## config.mk

```make
export PLATFORM = sky130hd
export DESIGN_NAME = mem_wb_pipe
export DESIGN_NICKNAME = d
export VERILOG_FILES = /design/src/rtl/mips_pkg.sv /design/src/rtl/pipe_skid_buf.sv /design/src/rtl/mem_wb_pipe.sv
export SDC_FILE = /design/constraint.sdc
export NUM_CORES = 1
export LEC_CHECK = 0
export CAP_MARGIN = 25
export CORE_MARGIN = 4
export CORE_UTILIZATION = 45
export CTS_BUF_LIST = sky130_fd_sc_hd__clkbuf_8
export DETAILED_ROUTE_END_ITERATION = 10
export PLACE_DENSITY = 0.76
export SLEW_MARGIN = 10
export SYNTH_ARGS = -nofsm -noshare
export SYNTH_HDL_FRONTEND = slang
export SYNTH_SLANG_ARGS = --single-unit
```

## constraint.sdc

```tcl
create_clock -name clock -period 2.5 [get_ports clock]
set_input_delay 0.75 -clock clock [delete_from_list [all_inputs] [get_ports clock]]
set_output_delay 0.75 -clock clock [all_outputs]
set_load 0.01 [all_outputs]
```

## src/rtl/mips_pkg.sv

```systemverilog
// Shared MIPS pipeline definitions: write-back control bits, default widths, MEM/WB payload.
package mips_pkg;

  localparam int unsigned WB_REGWRITE = 1;
  localparam int unsigned WB_MEMTOREG = 0;

  localparam int unsigned DATA_W_DEF = 32;
  localparam int unsigned REG_W_DEF  = 5;
  localparam int unsigned WB_W_DEF   = 2;
  localparam int unsigned CNT_W_DEF  = 16;

  // MEM/WB payload at default widths; the field order matches the flat packing in mem_wb_pipe
  typedef struct packed {
    logic [DATA_W_DEF-1:0] readData;
    logic [DATA_W_DEF-1:0] aluResult;
    logic [REG_W_DEF-1:0]  muxInst;
    logic [WB_W_DEF-1:0]   WB;
  } mem_wb_t;

  localparam int unsigned MEM_WB_W = $bits(mem_wb_t);

endpackage

```

## src/rtl/pipe_skid_buf.sv

```systemverilog
// Two-slot valid/ready buffer: a main slot that drives the outputs and a skid slot.
// in_ready comes straight from a flop, so out_ready never reaches it combinationally.
module pipe_skid_buf #(
  parameter int unsigned PAY_W = 8
) (
  input  logic             clock,
  input  logic             reset_n,
  input  logic             in_valid,
  output logic             in_ready,
  input  logic [PAY_W-1:0] in_pay,
  input  logic             flush,
  output logic             out_valid,
  input  logic             out_ready,
  output logic [PAY_W-1:0] out_pay
);

  logic             main_valid_q, main_valid_d;
  logic             skid_valid_q, skid_valid_d;
  logic [PAY_W-1:0] main_q, main_d;
  logic [PAY_W-1:0] skid_q, skid_d;
  logic             accept;
  logic             pop;

  assign in_ready  = ~skid_valid_q;
  assign out_valid = main_valid_q;
  assign out_pay   = main_q;
  assign accept    = in_valid & ~skid_valid_q;
  assign pop       = main_valid_q & out_ready;

  // Slot steering: flush kills both slots, otherwise keep strict FIFO order
  always_comb begin
    main_valid_d = main_valid_q;
    skid_valid_d = skid_valid_q;
    main_d       = main_q;
    skid_d       = skid_q;
    if (flush) begin
      main_valid_d = 1'b0;
      skid_valid_d = 1'b0;
    end else if (!main_valid_q || (pop && !skid_valid_q)) begin
      main_valid_d = accept;
      if (accept) main_d = in_pay;
    end else if (pop) begin
      // skid is full here, so in_ready was low and nothing was accepted
      main_d       = skid_q;
      main_valid_d = 1'b1;
      skid_valid_d = 1'b0;
    end else if (accept) begin
      skid_d       = in_pay;
      skid_valid_d = 1'b1;
    end
  end

  // Slot registers
  always_ff @(posedge clock or negedge reset_n) begin
    if (!reset_n) begin
      main_valid_q <= 1'b0;
      skid_valid_q <= 1'b0;
      main_q       <= '0;
      skid_q       <= '0;
    end else begin
      main_valid_q <= main_valid_d;
      skid_valid_q <= skid_valid_d;
      main_q       <= main_d;
      skid_q       <= skid_d;
    end
  end

endmodule

```

## src/rtl/mem_wb_pipe.sv

```systemverilog
// MEM->WB pipeline stage: skid-buffered handshake, register-file write enable,
// write-back forwarding tap and a saturating stall counter.
module mem_wb_pipe
  import mips_pkg::*;
#(
  parameter int unsigned DATA_W = DATA_W_DEF,
  parameter int unsigned REG_W  = REG_W_DEF,
  parameter int unsigned WB_W   = WB_W_DEF,
  parameter int unsigned CNT_W  = CNT_W_DEF
) (
  input  logic              clock,
  input  logic              reset_n,
  input  logic              in_valid,
  output logic              in_ready,
  input  logic [DATA_W-1:0] readData,
  input  logic [DATA_W-1:0] aluResult,
  input  logic [REG_W-1:0]  muxInst,
  input  logic [WB_W-1:0]   WB,
  input  logic              flush,
  output logic              out_valid,
  input  logic              out_ready,
  output logic [DATA_W-1:0] readDataOut,
  output logic [DATA_W-1:0] aluResultOut,
  output logic [REG_W-1:0]  muxInstOut,
  output logic [WB_W-1:0]   WBOut,
  output logic              rf_we,
  output logic              fwd_valid,
  output logic [REG_W-1:0]  fwd_reg,
  output logic [DATA_W-1:0] fwd_data,
  output logic [CNT_W-1:0]  stall_cnt
);

  localparam int unsigned PAY_W = 2 * DATA_W + REG_W + WB_W;

  logic [PAY_W-1:0] pay_in;
  logic [PAY_W-1:0] pay_out;
  logic [CNT_W-1:0] stall_cnt_q, stall_cnt_d;

  assign pay_in = {readData, aluResult, muxInst, WB};

  pipe_skid_buf #(
    .PAY_W(PAY_W)
  ) u_buf (
    .clock     (clock),
    .reset_n   (reset_n),
    .in_valid  (in_valid),
    .in_ready  (in_ready),
    .in_pay    (pay_in),
    .flush     (flush),
    .out_valid (out_valid),
    .out_ready (out_ready),
    .out_pay   (pay_out)
  );

  assign {readDataOut, aluResultOut, muxInstOut, WBOut} = pay_out;

  // Register-file write and forwarding tap; writes to x0 are suppressed
  assign rf_we     = out_valid & WBOut[WB_REGWRITE] & (muxInstOut != '0);
  assign fwd_valid = rf_we;
  assign fwd_reg   = muxInstOut;
  assign fwd_data  = WBOut[WB_MEMTOREG] ? readDataOut : aluResultOut;

  // Saturating count of cycles where the head is held by the consumer
  always_comb begin
    stall_cnt_d = stall_cnt_q;
    if (out_valid && !out_ready && (stall_cnt_q != '1)) begin
      stall_cnt_d = stall_cnt_q + CNT_W'(1);
    end
  end

  // Stall counter register; flush deliberately leaves it alone
  always_ff @(posedge clock or negedge reset_n) begin
    if (!reset_n) stall_cnt_q <= '0;
    else          stall_cnt_q <= stall_cnt_d;
  end

  assign stall_cnt = stall_cnt_q;

endmodule

```

==> impl_metrics.toml, run 1 <==
[cells_and_area]
fillers = 1287
nets = 873
regArea_um2 = 4005
syn_to_final_growth_pct = 39.12
drive_gt1_frac = 0.2398
multiInputGateArea_um2 = 2993
fin_area_um2 = 10030
antennaDiodeCount = 0

[setup_path]
reg2regPathDepth = 5
critPathCaptureType = "output pin"
cp_num_buf_inv = 3
critical-path-top-delay-family = "buffers and inverters"
r2r_setup_slack_ns = 0.64
required_ns = 1.75
cp-start-kind = "flop"
crit_path_cell_trace = "buf_4 -> bufbuf_16 -> mux2_2 -> buf_2"
critical-path-max-stage-delay_ns = 0.43
cp.arrival_ns = 1.69
r2r-end = "stall_cnt[9]$_DFFE_PN0P_"
cp_slowest_cell = "dfrtp_2"
timing.rr.start = "stall_cnt[0]$_DFFE_PN0P_"
critPathKind = "reg2out"
cp_max_fo = 7

[pwr]
p_total_mw = 8.147
p_leak_nw = 4.635
vdd_drop_max_mv = 0.4142
p_per_area_nw_per_um2 = 811.9

[synth]
syn_inst = 587
yosys-top-cells-area = "dfrtp_1 (56%), mux2_2 (16%), mux2i_1 (9.9%)"
synth_top_area_cell = "dfrtp_1"
synth_edf_count = 0
synth_top_flop_cell = "dfrtp_1"
ys_warn_count = 0
seq_area_frac_synth = 0.5552
ys_seq_elements = 160
synthArstFlopShare = 1.000
synth_top_area_share = 0.5552
syn_area_um2 = 7212
ys_types = 36
avgSynthCellArea_um2 = 12.29
synth_fp_nets = 664

[die]
num_rows = 46
start_util = 0.4573
fp.dieW_um = 134.6
chipHeight_um = 134.6
core_area_um2 = 15770
die_area_um2 = 18120
ios = 204

[clocking]
clk_latency_ns = 0.45
cts_buffer_depth = 2
cts_tree = "done"
clkTransAtPathRegs_ns = 0.08
cts_root_buf = "clkbuf_8"
cts-buffers-inserted = 17
cts_max_level = 4
cts.sinks = 160

[timing]
post-route-min-period_ns = 2.436
rsz0062_at_grt = "false"
hold_viol_final = 0
drv_slew = 0
setup_viol_count_final = 0
hold_ws_ns = 0.1423
worst_pin_slew_ns = 0.5974
postLayoutSetupSlackWorst_ns = 0.06422
finalClockSkew_ns = 0.005592
fmax_ghz = 0.4105
period_share = 0.9743
slew_headroom = 0.5986
setup_tns_ns = 0

[routing]
remaining_drc_errors = 0
routed-via-count = 5257
drt-initial-drc-count = 172
routedWlPerCell_um = 17.35
drtAntennaViolNets = 0
drtPass1Iterations = 4
wirelength_mm = 17.78
vias_per_cell = 5.129

[global_routing]
grt_usage = 0.2043
grt_overflow = 0
grt_max_degree = 64
grt_pass1_vias = 5731
antenna_found_initial = 0
grt_first_pass_wirelength_mm = 29.41

[outcome]
outcome = "finished clean"

[run]
max_cap_viol_count = 0

[placement]
placed_area_um2 = 9600
dp_slack_ns = -0.0004348
port_buffers = 203
routabilityCongestion = 0.8094
dp_hpwl_mm = 12.31

[worst_hold_path]
hold_path_class = "in2async"
cell type report:
class,instances,area share
sequential,160,0.3992
multi-input combinational,384,0.2983
timing repair buffer,230,0.2323
tap,216,0.02694
clock buffer,18,0.02469
clock inverter,14,0.01746
inverter,3,0.001122
registers in the layout, indices dropped and copies added (netlist names):
name and flops:
u_buf.skid_valid_q 1, u_buf.out_valid 1, u_buf.out_pay 71, u_buf.skid_q 71
stall_cnt 16
metal layers:
layer / part of all wire / global-route usage / routed length, um / up-vias
li1: - / - / - / 2479
met1: 0.43 / 0.2562 / 7646 / 2602
met2: 0.49 / 0.3441 / 8763 / 147
met3: 0.060 / 0.06036 / 1059 / 29
met4: 0.017 / 0.06222 / 311 / 0
met5: 0 / 0 / 0 / -
cell usage in the layout, fill, tap and decap left out, types with 10 or more instances in the layout:
cell type	n
a21oi_1	73
buf_12	13
buf_2	13
buf_4	12
clkbuf_2	10
clkbuf_8	18
clkdlybuf4s50_1	167
dfrtp_1	159
mux2_2	104
mux2i_1	71
nor2_1	76
xor2_1	12
worst max-delay path by stage:
stage | start | end | cells past startpoint
6_report | u_buf.out_pay[0]$_DFFE_PN0P_ | fwd_data[12] | 4
5_1_grt | u_buf.out_pay[0]$_DFFE_PN0P_ | fwd_data[12] | 4
4_1_cts | u_buf.out_pay[0]$_DFFE_PN0P_ | fwd_data[2] | 4
3_5_place_dp | out_ready | u_buf.skid_q[18]$_DFFE_PN0P_ | 5
3_3_place_gp | out_ready | u_buf.skid_q[53]$_DFFE_PN0P_ | 5
2_1_floorplan | u_buf.out_pay[0]$_DFFE_PN0P_ | fwd_data[10] | 3
metrics by stage:
step / instances / util
6_report: 1025 / 0.6362
2_1_floorplan: 587 / -
5_1_grt: 1025 / 0.6362
3_5_place_dp: 986 / 0.6088
4_1_cts: 1025 / 0.6379
3_3_place_gp: 986 / 0.6088
cell families (layout without fill, tap and decap cells):
group | after synthesis | in the layout | synth area share
fa+ha+maj | 1 | 1 | 0.001735
compound gates | 80 | 80 | 0.05847
xor+xnor | 14 | 14 | 0.01700
mux | 175 | 175 | 0.2609
simple gates | 114 | 114 | 0.07425
flops | 160 | 160 | 0.5552
buf+inv | 43 | 265 | 0.03244
report_power, final:
group | switching (mW) | total [mW] | internal, mW
Clock | 0.934 | 2.03 | 1.10
Sequential | 0.438 | 3.62 | 3.18
Combinational | 1.01 | 2.49 | 1.48
what timing repair did:
| action | in CTS | in global routing |
|---|---|---|
| resized for setup | 96 | 22 |
| setup buffers | 5 | 0 |
| pin swaps | 0 | 0 |
| hold buffers | 0 | 0 |
| cloned | 2 | 0 |
| hold endpoints to repair | 0 | 0 |
| setup endpoints to repair | 34 | 23 |
worst register-to-register path, stage by stage, from the launching register on:
cell and delay (ns):
dfrtp_1 0.41, ha_1 0.29, nand3_1 0.19, nor3_1 0.51, nor4_1 0.17, xor2_1 0.17
synth_stat cells (2+ instances only):
master,count
nor3_1,7
nand4_1,4
nor2_1,76
inv_1,3
nor4_1,2
dfrtp_1,160
nand2_1,8
clkbuf_1,10
a31oi_1,2
mux2_2,104
buf_4,14
xnor2_1,2
xor2_1,12
a21oi_1,73
buf_2,16
mux2i_1,71
nand3_1,3
nand2b_1,2
Power figures use the tool's default switching activity.
==> run 2, diff against run 1 <==
--- a/config.mk
+++ b/config.mk
@@ -7,11 +7,12 @@
 export LEC_CHECK = 0
 export CAP_MARGIN = 25
 export CORE_MARGIN = 4
-export CORE_UTILIZATION = 45
+export CORE_UTILIZATION = 35
 export CTS_BUF_LIST = sky130_fd_sc_hd__clkbuf_8
+export CTS_CLUSTER_DIAMETER = 100
 export DETAILED_ROUTE_END_ITERATION = 10
-export PLACE_DENSITY = 0.76
 export SLEW_MARGIN = 10
 export SYNTH_ARGS = -nofsm -noshare
 export SYNTH_HDL_FRONTEND = slang
+export SYNTH_HIERARCHICAL = 1
 export SYNTH_SLANG_ARGS = --single-unit
==> impl_metrics.toml, run 2 <==
[outcome]
outcome = "finished clean"

[routing]
remaining_drc_errors = 0
drtPass1Iterations = 4
routedWlPerCell_um = 16.97
drt-initial-drc-count = 215
wirelength_mm = 18.28
routed-via-count = 5271
vias_per_cell = 4.894
met3WireLength_mm = 1.346
wl_met1_mm = 7.928
drtAntennaViolNets = 0
top_layer_used = "met4"
wl_met2_mm = 8.752

[timing]
setup_viol_count_final = 0
period_share = 0.9800
hold_viol_final = 0
finalClockSkew_ns = 0.01482
slew_headroom = 0.6065
post-route-min-period_ns = 2.450
worst_pin_slew_ns = 0.5859
fmax_ghz = 0.4082
drv_slew = 0
rsz0062_at_grt = "true"

[synth]
syn_area_um2 = 7203
synthArstFlopShare = 1.000
synth_top_flop_cell = "dfrtp_1"
ys_types = 34
avgSynthCellArea_um2 = 12.27
seq_area_frac_synth = 0.5558
synth_fp_nets = 664
syn_inst = 587
yosysMostFrequentCell = "dfrtp_1"
synth_top_area_share = 0.5558
yosys-top-cells-area = "dfrtp_1 (56%), mux2_2 (16%), mux2i_1 (9.9%)"
synth_edf_count = 0
ys_seq_elements = 160
ys_warn_count = 6
synth_commonest_cells = "dfrtp_1 (160), mux2_2 (104), nor2_1 (74)"
synth_top_area_cell = "dfrtp_1"

[clocking]
cts-buffers-inserted = 17
cts.sinks = 160
clkTransAtPathRegs_ns = 0.09
clk_latency_ns = 0.45
cts_root_buf = "clkbuf_8"
cts_tree = "done"
cts_buffer_depth = 2
cts_max_level = 4
hold_buffers = 0

[setup_path]
crit_path_cell_trace = "buf_6 -> buf_12 -> mux2_2 -> clkdlybuf4s15_1"
critPathKind = "reg2out"
critical-path-max-stage-delay_ns = 0.40
required_ns = 1.75
cp-start-kind = "flop"
cp_num_buf_inv = 3
critical-path-top-delay-family = "buffers and inverters"
cp_slowest_cell = "dfrtp_2"
critPathCaptureType = "output pin"
cp_max_fo = 10
cp.arrival_ns = 1.70

[pwr]
clockPowerShare = 0.220
swShare = 0.3136
p_int_mw = 5.513
vdd_drop_max_mv = 0.3783
p_leak_nw = 4.633
p_per_area_nw_per_um2 = 803.9
switching_power_mw = 2.519
p_seq_frac = 0.455
comb_power_share = 0.325

[placement]
place_inst = 1036
routabilityCongestion = 0.7639
port_buffers = 203
placed_area_um2 = 9624
dp_hpwl_mm = 12.60

[cells_and_area]
nets = 871
antennaDiodeCount = 0
fillers = 1791
drive_gt1_frac = 0.2354
layout_common_cells = "clkdlybuf4s50_1 (168), dfrtp_1 (159), mux2_2 (104)"
fin_area_um2 = 9991
syn_to_final_growth_pct = 38.70
fin_cells = 1077
final_common_cell = "clkdlybuf4s50_1"

[die]
core_area_um2 = 20230
fp.dieW_um = 151.5
die_area_um2 = 22940
chipHeight_um = 151.5
ios = 204
start_util = 0.3560
num_rows = 52

[global_routing]
grt_max_degree = 79
antenna_found_initial = 0
grt_first_pass_wirelength_mm = 28.97
grt_overflow = 0
grt_pass1_vias = 5557
grt_usage = 0.1600

[run]
max_cap_viol_count = 0

[worst_hold_path]
hold_path_class = "in2async"
==> run 2: cell types whose count changed after synthesis, sizes merged, moves of 2 or more <==
cell,before,now
nand3,3,6
clkbuf,10,1
buf,30,39
o21ai,1,3
a31oi,2,0
xnor2,2,0
nor3b,0,2
==> run 2: routing by layer <==
metal  track usage  vias up
li1              -     2489
met1        0.2087     2602
met2        0.2534      161
met3       0.04878       19
met4       0.05576        0
met5             0        -
==> run 2: timing repair <==
action,CTS,global route
resized for setup,36,44
endpoints found under the hold margin,0,0
endpoints found under the setup margin,35,24
gates cloned,0,1
buffers inserted,3,5
==> run 2: through the flow <==
stage	utilization	TNS (ns)	setup WS (ns)	hold slack, ns	total power, mW
after global routing	0.4938	-0.06887	-0.04487	0.1550	8.553
final	0.4938	0	0.05011	0.1744	8.032
after global placement	0.4756	0	0.1060	0.4855	6.316
after detailed placement	0.4756	0	0.04957	0.4926	6.408
after CTS	0.4930	-0.8917	-0.1508	0.1498	8.134
after floorplan	-	0	0.4210	0.4544	4.890
==> run 2: layout make-up <==
class	count	area, um^2	share of cell area
sequential	160	4005	0.4009
multi-input combinational	385	3008	0.3011
timing repair buffer	228	2268	0.2271
tap	270	337.8	0.03381
clock buffer	19	261.5	0.02617
clock inverter	13	102.6	0.01027
inverter	2	7.507	0.0007514
==> run 2: final timing paths <==
kind	startpoint	to	slack, ns	cells after the start
min in group clock	u_buf/skid_q[18]$_DFFE_PN0P_	u_buf/skid_q[18]$_DFFE_PN0P_	0.51	1
max	u_buf/out_pay[0]$_DFFE_PN0P_	fwd_data[13]	0.05	4
min reg2reg	u_buf/skid_q[18]$_DFFE_PN0P_	u_buf/skid_q[18]$_DFFE_PN0P_	0.51	1
max reg2reg	u_buf/out_valid$_DFFE_PN0P_	u_buf/out_pay[54]$_DFFE_PN0P_	0.56	6
max in group asynchronous	reset_n	u_buf/skid_q[50]$_DFFE_PN0P_	1.65	2
min	reset_n	stall_cnt[11]$_DFFE_PN0P_	0.17	1
==> run 2: power groups by stage <==
| stage | clock network, mW | registers (mW) | logic [mW] |
|---|---|---|---|
| after global placement | 0 | 3.67 | 2.64 |
| after floorplan | 0 | 3.73 | 1.16 |
| after detailed placement | 0 | 3.71 | 2.69 |
| final | 1.76 | 3.66 | 2.61 |
| after global routing | 1.96 | 3.75 | 2.84 |
| after CTS | 1.85 | 3.66 | 2.62 |
==> run 2: cell families (layout without fill, tap and decap cells) <==
family | count (synthesis) | count (layout) | share of synthesized area
xor+xnor | 13 | 13 | 0.01581
flops | 160 | 160 | 0.5558
simple gates | 116 | 116 | 0.07539
fa+ha+maj | 1 | 1 | 0.001737
compound gates | 79 | 79 | 0.05697
mux | 176 | 176 | 0.2633
buf+inv | 42 | 262 | 0.03092
==> run 3, diff against run 2 <==
--- a/config.mk
+++ b/config.mk
@@ -6,12 +6,10 @@
 export NUM_CORES = 1
 export LEC_CHECK = 0
 export CAP_MARGIN = 25
-export CORE_MARGIN = 4
 export CORE_UTILIZATION = 35
 export CTS_BUF_LIST = sky130_fd_sc_hd__clkbuf_8
 export CTS_CLUSTER_DIAMETER = 100
 export DETAILED_ROUTE_END_ITERATION = 10
-export SLEW_MARGIN = 10
 export SYNTH_ARGS = -nofsm -noshare
 export SYNTH_HDL_FRONTEND = slang
 export SYNTH_HIERARCHICAL = 1
==> impl_metrics.toml, run 3 (synthesized netlist as in run 2, its figures left out) <==
[outcome]
outcome = "finished clean"

[pwr]
p_int_mw = 5.928
p_seq_frac = 0.438
comb_power_share = 0.317
switching_power_mw = 2.426
p_leak_nw = 4.718
p_per_area_nw_per_um2 = 821.4
clockPowerShare = 0.245
vdd_drop_max_mv = 0.3104
swShare = 0.2904
p_total_mw = 8.354

[setup_path]
cp_max_fo = 6
critical-path-max-stage-delay_ns = 0.46
r2r-end = "u_buf/out_pay[57]$_DFFE_PN0P_"
crit_path_cell_trace = "buf_12 -> buf_4 -> mux2_2 -> clkdlybuf4s15_1"
critPathCaptureType = "output pin"
timing.rr.start = "u_buf/out_valid$_DFFE_PN0P_"
required_ns = 1.75
critPathKind = "reg2out"
cp_slowest_cell = "dfrtp_2"
critical-path-top-delay-family = "buffers and inverters"
cp_num_buf_inv = 3
r2r_setup_slack_ns = 0.63
cp-start-kind = "flop"
cp.arrival_ns = 1.68
reg2regPathDepth = 7

[global_routing]
grt_usage = 0.1699
grt_max_degree = 47
antenna_found_initial = 0
grt_first_pass_wirelength_mm = 28.35
grt_pass1_vias = 5374
grt_overflow = 0

[cells_and_area]
layout_common_cells = "clkdlybuf4s50_1 (167), dfrtp_1 (159), mux2_2 (104)"
drive_gt1_frac = 0.2387
fin_area_um2 = 10170
multiInputGateArea_um2 = 3008
final_common_cell = "clkdlybuf4s50_1"
syn_to_final_growth_pct = 41.20
nets = 883
fillers = 1781
regArea_um2 = 4005

[clocking]
cts_buffer_depth = 2
cts_root_buf = "clkbuf_8"
cts.sinks = 160
hold_buffers = 0
clkTransAtPathRegs_ns = 0.08
cts-buffers-inserted = 17
clk_latency_ns = 0.44
cts_max_level = 4
cts_tree = "done"

[routing]
drtPass1Iterations = 6
vias_per_cell = 4.846
routed-via-count = 5272
drt-initial-drc-count = 149
wirelength_mm = 17.69
drtAntennaViolNets = 0
remaining_drc_errors = 0
routedWlPerCell_um = 16.25

[die]
start_util = 0.3560
ios = 204
die_area_um2 = 21160
chipHeight_um = 145.5
core_area_um2 = 20230
num_rows = 52
fp.dieW_um = 145.5

[timing]
worst_pin_slew_ns = 0.5914
post-route-min-period_ns = 2.434
rsz0062_at_grt = "true"
setup_viol_count_final = 0
drv_slew = 0
finalClockSkew_ns = 0.008854
hold_viol_final = 0
fmax_ghz = 0.4108
setup_tns_ns = 0
period_share = 0.9736
hold_ws_ns = 0.2155
postLayoutSetupSlackWorst_ns = 0.06595
slew_headroom = 0.6028

[placement]
dp_hpwl_mm = 12.26
dp_slack_ns = 0.07395
placed_area_um2 = 9717
port_buffers = 203
routabilityCongestion = 0.8050

[worst_hold_path]
hold_path_class = "in2async"

[run]
max_cap_viol_count = 0
run 3: how the worst max path moves through the flow:
stage               cells after the start                       endpoint                         start  slack (ns)
floorplan                               3                   fwd_data[10]  u_buf/out_pay[0]$_DFFE_PN0P_        0.42
global placement                        6  u_buf/out_pay[52]$_DFFE_PN0P_                     out_ready        0.13
detailed placement                      7  u_buf/out_pay[24]$_DFFE_PN0P_                     out_ready        0.07
CTS                                     4                    fwd_data[2]  u_buf/out_pay[0]$_DFFE_PN0P_       -0.04
global route                            4                    fwd_data[6]  u_buf/out_pay[0]$_DFFE_PN0P_       -0.02
finish                                  4                    fwd_data[6]  u_buf/out_pay[0]$_DFFE_PN0P_        0.07
run 3: layout make-up:
type,count,area share
tap,270,0.03321
inverter,2,0.0007381
multi-input combinational,385,0.2957
timing repair buffer,240,0.2342
sequential,160,0.3938
clock inverter,11,0.01636
clock buffer,19,0.02571
antenna,1,0.0002460
run 3: power by group through the flow:
stage | logic (mW) | clock network (mW) | registers (mW)
2_1_floorplan | 1.16 | 0 | 3.73
3_3_place_gp | 2.67 | 0 | 3.67
3_5_place_dp | 2.72 | 0 | 3.72
4_1_cts | 2.64 | 2.12 | 3.66
5_1_grt | 2.85 | 2.25 | 3.75
6_report | 2.65 | 2.05 | 3.66
run 3: metal layers:
layer | up-vias | global-route usage | wire, um
li1 | 2506 | - | -
met1 | 2611 | 0.2213 | 8131
met2 | 140 | 0.2779 | 8545
met3 | 15 | 0.04138 | 773
met4 | 0 | 0.05632 | 234
met5 | - | 0 | 0
run 3: repair_timing:
item	4_1_cts	5_1_grt
endpoints found under the setup margin	34	4
gates cloned	0	1
gates resized for setup	43	44
pin swaps	0	0
setup buffers	5	6
run 3: through the flow:
stage	util	instances
after global placement	0.4802	1045
after CTS	0.5009	1080
after detailed placement	0.4802	1045
after global routing	0.5025	1087
after floorplan	-	587
final	0.5027	1088
